===== src/rtl/frame_writer_rgb888.sv =====
// Sequential frame writer: buffers a valid-qualified RGB888 raster stream in a small
// elastic FIFO and issues contiguous BRAM writes whenever the shared write port is granted.
module frame_writer_rgb888 #(
    parameter int DATA_W     = 24,
    parameter int ADDR_W     = 17,
    parameter int WIDTH      = 480,
    parameter int HEIGHT     = 272,
    parameter int DEPTH      = WIDTH * HEIGHT,
    parameter int FIFO_DEPTH = 4
) (
    input  logic              iClk,
    input  logic              iRst,
    input  logic              iEn,
    input  logic              iStart,
    input  logic              iValid,
    input  logic [DATA_W-1:0] iPixel,
    input  logic              iGrant,
    output logic              oCs,
    output logic              oWe,
    output logic [ADDR_W-1:0] oAddr,
    output logic [DATA_W-1:0] oData,
    output logic              oBusy,
    output logic              oFrameDone,
    output logic              oOverflow
);

    localparam int PTR_W = (FIFO_DEPTH > 1) ? $clog2(FIFO_DEPTH) : 1;
    localparam int CNT_W = PTR_W + 1;
    localparam logic [ADDR_W-1:0] LAST_ADDR = ADDR_W'(DEPTH - 1);
    localparam logic [CNT_W-1:0]  FIFO_FULL = CNT_W'(FIFO_DEPTH);

    typedef enum logic [1:0] {
        S_IDLE  = 2'd0,
        S_RUN   = 2'd1,
        S_DRAIN = 2'd2,
        S_DONE  = 2'd3
    } state_t;

    state_t              state_q, state_d;
    logic [DATA_W-1:0]   fifo_q [FIFO_DEPTH];
    logic [PTR_W-1:0]    wr_ptr_q, rd_ptr_q;
    logic [CNT_W-1:0]    count_q;
    logic [ADDR_W-1:0]   accept_q, waddr_q, addr_q;
    logic [DATA_W-1:0]   data_q;
    logic                cs_q, done_q, ovf_q;
    logic                pop_s, push_s, drop_s, start_s, done_d;

    // Handshake decode, next state and frame-done pulse.
    always_comb begin
        state_d = state_q;
        pop_s   = ((state_q == S_RUN) || (state_q == S_DRAIN)) && (count_q != '0) && iGrant;
        push_s  = (state_q == S_RUN) && iValid && ((count_q < FIFO_FULL) || pop_s);
        drop_s  = (state_q == S_RUN) && iValid && !push_s;
        start_s = (state_q == S_IDLE) && iStart;
        done_d  = 1'b0;
        case (state_q)
            S_IDLE: begin
                if (iStart) state_d = S_RUN;
                else        state_d = S_IDLE;
            end
            S_RUN: begin
                if (iValid && (accept_q == LAST_ADDR)) state_d = S_DRAIN;
                else                                    state_d = S_RUN;
            end
            S_DRAIN: begin
                // An empty FIFO here means drops shortened the frame: finish without the last address.
                if (pop_s && (waddr_q == LAST_ADDR)) begin
                    state_d = S_DONE;
                    done_d  = 1'b1;
                end else if (count_q == '0) begin
                    state_d = S_DONE;
                    done_d  = 1'b1;
                end else begin
                    state_d = S_DRAIN;
                end
            end
            S_DONE:  state_d = S_IDLE;
            default: state_d = S_IDLE;
        endcase
    end

    // State register.
    always_ff @(posedge iClk or posedge iRst) begin
        if (iRst)     state_q <= S_IDLE;
        else if (iEn) state_q <= state_d;
    end

    // FIFO storage; only valid entries are ever read, so no reset is needed.
    always_ff @(posedge iClk) begin
        if (iEn && push_s) fifo_q[wr_ptr_q] <= iPixel;
    end

    // FIFO pointers, frame counters and registered BRAM outputs.
    always_ff @(posedge iClk or posedge iRst) begin
        if (iRst) begin
            wr_ptr_q <= '0;
            rd_ptr_q <= '0;
            count_q  <= '0;
            accept_q <= '0;
            waddr_q  <= '0;
            addr_q   <= '0;
            data_q   <= '0;
            cs_q     <= 1'b0;
            done_q   <= 1'b0;
            ovf_q    <= 1'b0;
        end else if (!iEn) begin
            cs_q   <= 1'b0;
            done_q <= 1'b0;
        end else begin
            if (push_s) wr_ptr_q <= wr_ptr_q + PTR_W'(1);
            if (pop_s)  rd_ptr_q <= rd_ptr_q + PTR_W'(1);
            case ({push_s, pop_s})
                2'b10:   count_q <= count_q + CNT_W'(1);
                2'b01:   count_q <= count_q - CNT_W'(1);
                default: count_q <= count_q;
            endcase
            if (start_s)                            accept_q <= '0;
            else if ((state_q == S_RUN) && iValid)  accept_q <= accept_q + ADDR_W'(1);
            if (start_s)    waddr_q <= '0;
            else if (pop_s) waddr_q <= (waddr_q == LAST_ADDR) ? '0 : waddr_q + ADDR_W'(1);
            if (start_s)     ovf_q <= 1'b0;
            else if (drop_s) ovf_q <= 1'b1;
            cs_q   <= pop_s;
            done_q <= done_d;
            if (pop_s) begin
                addr_q <= waddr_q;
                data_q <= fifo_q[rd_ptr_q];
            end
        end
    end

    assign oCs        = cs_q;
    assign oWe        = cs_q;
    assign oAddr      = addr_q;
    assign oData      = data_q;
    assign oFrameDone = done_q;
    assign oOverflow  = ovf_q;
    assign oBusy      = (state_q != S_IDLE);

endmodule


===== config.mk =====
export PLATFORM = sky130hd
export DESIGN_NAME = frame_writer_rgb888
export DESIGN_NICKNAME = d
export VERILOG_FILES = /design/src/rtl/frame_writer_rgb888.sv
export SDC_FILE = /design/constraint.sdc
export NUM_CORES = 1
export LEC_CHECK = 0
export BUFFER_PORTS_ARGS = -buffer_cell sky130_fd_sc_hd__buf_2
export CAP_MARGIN = 0
export CORE_AREA = 2 2 144 146
export CTS_CLUSTER_DIAMETER = 100
export DETAILED_ROUTE_END_ITERATION = 10
export DIE_AREA = 0 0 146 148
export GPL_TIMING_DRIVEN = 0
export HOLD_SLACK_MARGIN = 0.15
export PLACE_DENSITY = 0.54
export RECOVER_POWER = 100
export SYNTH_ARGS = -nofsm -noshare
export SYNTH_HDL_FRONTEND = slang
export SYNTH_SLANG_ARGS = --single-unit

===== constraint.sdc =====
create_clock -name iClk -period 2.9 [get_ports iClk]
set_input_delay 0.145 -clock iClk [delete_from_list [all_inputs] [get_ports iClk]]
set_output_delay 0.145 -clock iClk [all_outputs]
set_load 0.02 [all_outputs]

==> metrics.md <==
| Metric | Value |
|---|---|
| Core area | `20000 sq um` |
| First-pass GRT wire length | `roughly 27000 um` |
| Mux cell area share after synthesis | `between 7 and 8%` |
| Total Routing Usage GR | `about 16%` |
| CP Launch Type | `flip-flop` |
| N_diodes | `0` |
| Sequential share of the synthesized area | `65.3%` |
| Antenna violations before repair | `0` |
| DRT iter0 DRCs | `243` |
| Initial Util | `38.7%` |
| Drt pass-1 iters | `4` |
| Number of core rows | `52` |
| Largest cells by area after synthesis | `edfxtp_1, dfrtp_1, nand2_1` |
| GPL Wtd Cong | `0.796` |
| Post-detail-place hpwl | `11000 um` |
| Nets | `755` |
| Clock Skew | `0.0149 ns` |
| Lkg Pwr | `3.63 nW` |
| Buffers on Ports | `between 70 and 80` |
| Post-synth EDFFs | `96` |
| Post-Synthesis Cells | `590` |
| Post-synth top area cell | `edfxtp_1` |
| FMAX | `approximately 0.38 GHz` |
| Largest net degree at the start of global routing | `45` |
| WL/cell | `about 17 um` |
| Die Y | `148 um` |
| CTS Buf Count | `17` |
| Via density | `~5.0` |
| Ys flop type | `edfxtp_1` |
| Status | `finished with violations` |
| Synthesized net count | `632` |
| Dpl cell area | `8540 sq um` |
| Post-layout instance area | `9260 sq um` |
| Grt total ovfl | `0` |
| Clock buffer depth | `2` |
| Worst Setup End Kind | `flip-flop` |
| PwrDens | `~800 nW/um^2` |
| Setup Fix Bufs, Post-CTS | `0` |
| Crit path DAT | `2.79 ns` |
| Max VDD drop | `0.000490 V` |
| WS Path Type | `flip-flop to flip-flop` |
| Layout cells sized above 1 | `12.0%` |
| IO Count | `76` |
| CTS clk-pin slew, worst paths | `0.07 ns` |
| Worst-margin pin slew | `~1.7 ns` |
| Yosys cell types | `57` |
| Die span in x | `146 um` |
| Drt drc | `0` |
| Critical Path Fanout Max | `13` |
| Post-Route WL | `roughly 16000 um` |
| Crit path required time | `3.04 ns` |
| Yosys warns | `0` |
| Filler cell count in the final layout | `between 1500 and 2000` |
| Synth async-reset ratio | `roughly 48%` |
| Synth Area in XOR/XNOR | `1.47%` |
| Largest family of logic cells by synthesized area | `simple AND/OR/NAND/NOR gates` |
| RSZ-0062 raised after global routing | `no` |
| Complex-gate fraction of the synthesized area | `under 10%` |
| Antenna viol nets, final | `0` |
| Slew Limit Fails | `45` |
| Worst-skew pair later-pin latency | `0.43 ns` |
| Number of H-tree levels | `4` |
| HP Class | `primary input to flip-flop` |
| Synthesis-to-layout area growth | `19.5%` |
| Hold Vio Cnt, Final | `0` |
| Crit share post-route | `around 91%` |
| Worst slew margin | `-14.1%` |
| Clk sinks | `about 180` |
| Die area | `~22000 sq um` |
| Top cell type's share of synthesized area | `37.2%` |
| Final setup fails | `0` |
| Adder-Cell Fraction of Synth Area | `2.03%` |
| Number of global-route vias before repair | `roughly 5200` |
| FF+latch count, synth | `183` |
| Multi-input logic area | `around 2400 sq um` |
| Via Count | `4990` |
| Max_cap viols | `1` |
| Failing checks | `capacitance limit, slew limit` |
| Synth Cell Area | `7750 sq um` |
| Min Tclk post-route | `2.65 ns` |
| Post-synthesis simple-gate area fraction | `14.3%` |
| CTS tree | `done` |
| Final Util | `46.2%` |
| Mean post-synth cell area | `approximately 13 sq um` |
| Register area | `5060 sq um` |
| Root Driver | `clkbuf_16` |
-- power breakdown --
part           internal, mW  total [mW]  switching [mW]
Sequential             3.11        3.33           0.223
Combinational         0.700        1.76            1.06
Clock                  1.24        2.32            1.08
Total                  5.04        7.41            2.37
-- Yosys cell counts, types with 3 or more instances --
master and n:
buf_2 10, nand2_1 152, and2_1 4, or3_1 5
inv_1 16, nor2_1 16, ha_1 11, or4_1 3
edfxtp_1 96, o21ai_0 17, or2_2 6, mux4_2 24
o211ai_1 5, nand4_1 9, dfrtp_1 87, xnor2_1 6
o41ai_1 8, xor2_1 7, clkbuf_1 12, o31ai_1 6
buf_4 6, o311ai_0 6, and3_1 11, buf_6 3
and4_1 5, a21oi_1 9, nand3_1 14
-- state kept, by name (all words and copies together) (netlist names), named ones only --
register / count
oCs: 1
state_q: 1
oData: 24
rd_ptr_q: 2
oFrameDone: 1
count_q: 3
accept_q: 17
wr_ptr_q: 2
oOverflow: 1
fifo_q: 96
waddr_q: 17
oAddr: 17
-- metrics by stage --
stage	setup WS, ns	TNS (ns)	hold WS [ns]	total power [mW]	std cells
4_1_cts	0.172	0	0.182	7.60	996
2_1_floorplan	0.505	0	0.244	4.64	590
3_5_place_dp	-0.0613	-2.67	0.263	5.24	937
6_report	0.249	0	0.176	7.41	996
5_1_grt	0.0419	0	0.204	7.83	996
3_3_place_gp	-0.787	-71.53	0.353	5.17	934
-- repair_timing --
item,CTS,global route
setup endpoints to repair,48,0
hold endpoints to repair,142,0
hold buffers,27,0
resized for setup,2,0
-- path summary, 6_finish.rpt --
kind	from	end	slack (ns)	cells past startpoint
worst min-delay path	iGrant	oOverflow	0.18	4
worst min register to register	oAddr[3]	oAddr[3]	0.47	2
max in group asynchronous	iRst	rd_ptr_q[1]	0.51	4
min in group asynchronous	iRst	oData[8]	0.79	3
worst max register to register	flip-flop	fifo_q[1][13]	0.25	6
worst max-delay path	flip-flop	fifo_q[1][13]	0.25	6
-- area by class of cell --
class / instances / share of cell area (%)
sequential: 183 / 54.6
multi-input combinational: 359 / 26.2
timing repair buffer: 104 / 6.65
clock buffer: 17 / 4.59
tap: 270 / 3.65
clock inverter: 15 / 1.92
buffer: 31 / 1.68
inverter: 17 / 0.689
-- critical path, cell delays in order (launching register included) --
cell      delay (ns)
dfrtp_1         0.40
inv_1           0.11
ha_1            0.27
and3_1          0.23
clkbuf_1        0.33
and3_1          0.78
buf_16          0.23
-- metal layers --
metal | vias up | GRT usage, % | part of all wire (%)
met1 | 2501 | 19.9 | 44
met3 | 7 | 3.89 | 4.1
li1 | 2397 | - | -
met5 | - | 0 | 0
met2 | 85 | 27.7 | 51
met4 | 0 | 4.90 | 0.45
-- cell families after synthesis --
group / count (synthesis)
adder cells (fa/ha/maj): 12
flip-flops: 183
buffers and inverters: 48
multiplexers: 26
AND/OR/NAND/NOR: 239
AO/OA/AOI/OAI: 69
XOR/XNOR: 13
-- cells in the final DEF, fill, tap and decap left out, drive strengths merged, types with 2 or more instances in the layout --
cell type,instances
and4b,2
inv,24
o311ai,8
edfxtp,96
nand4,10
o21ai,19
nand4b,2
xor2,7
o31ai,6
clkinv,7
and4,5
or3,6
or2,7
nor3,2
ha,11
dlygate4sd3,27
dfrtp,87
mux4,24
or4,3
nor2,16
nand3,15
a21oi,9
a31oi,2
buf,17
o211ai,6
xnor2,6
and2,4
clkbuf,108
o41ai,8
nand2,152
and3,11
a211oi,2
(Power assumes the default switching activity.)
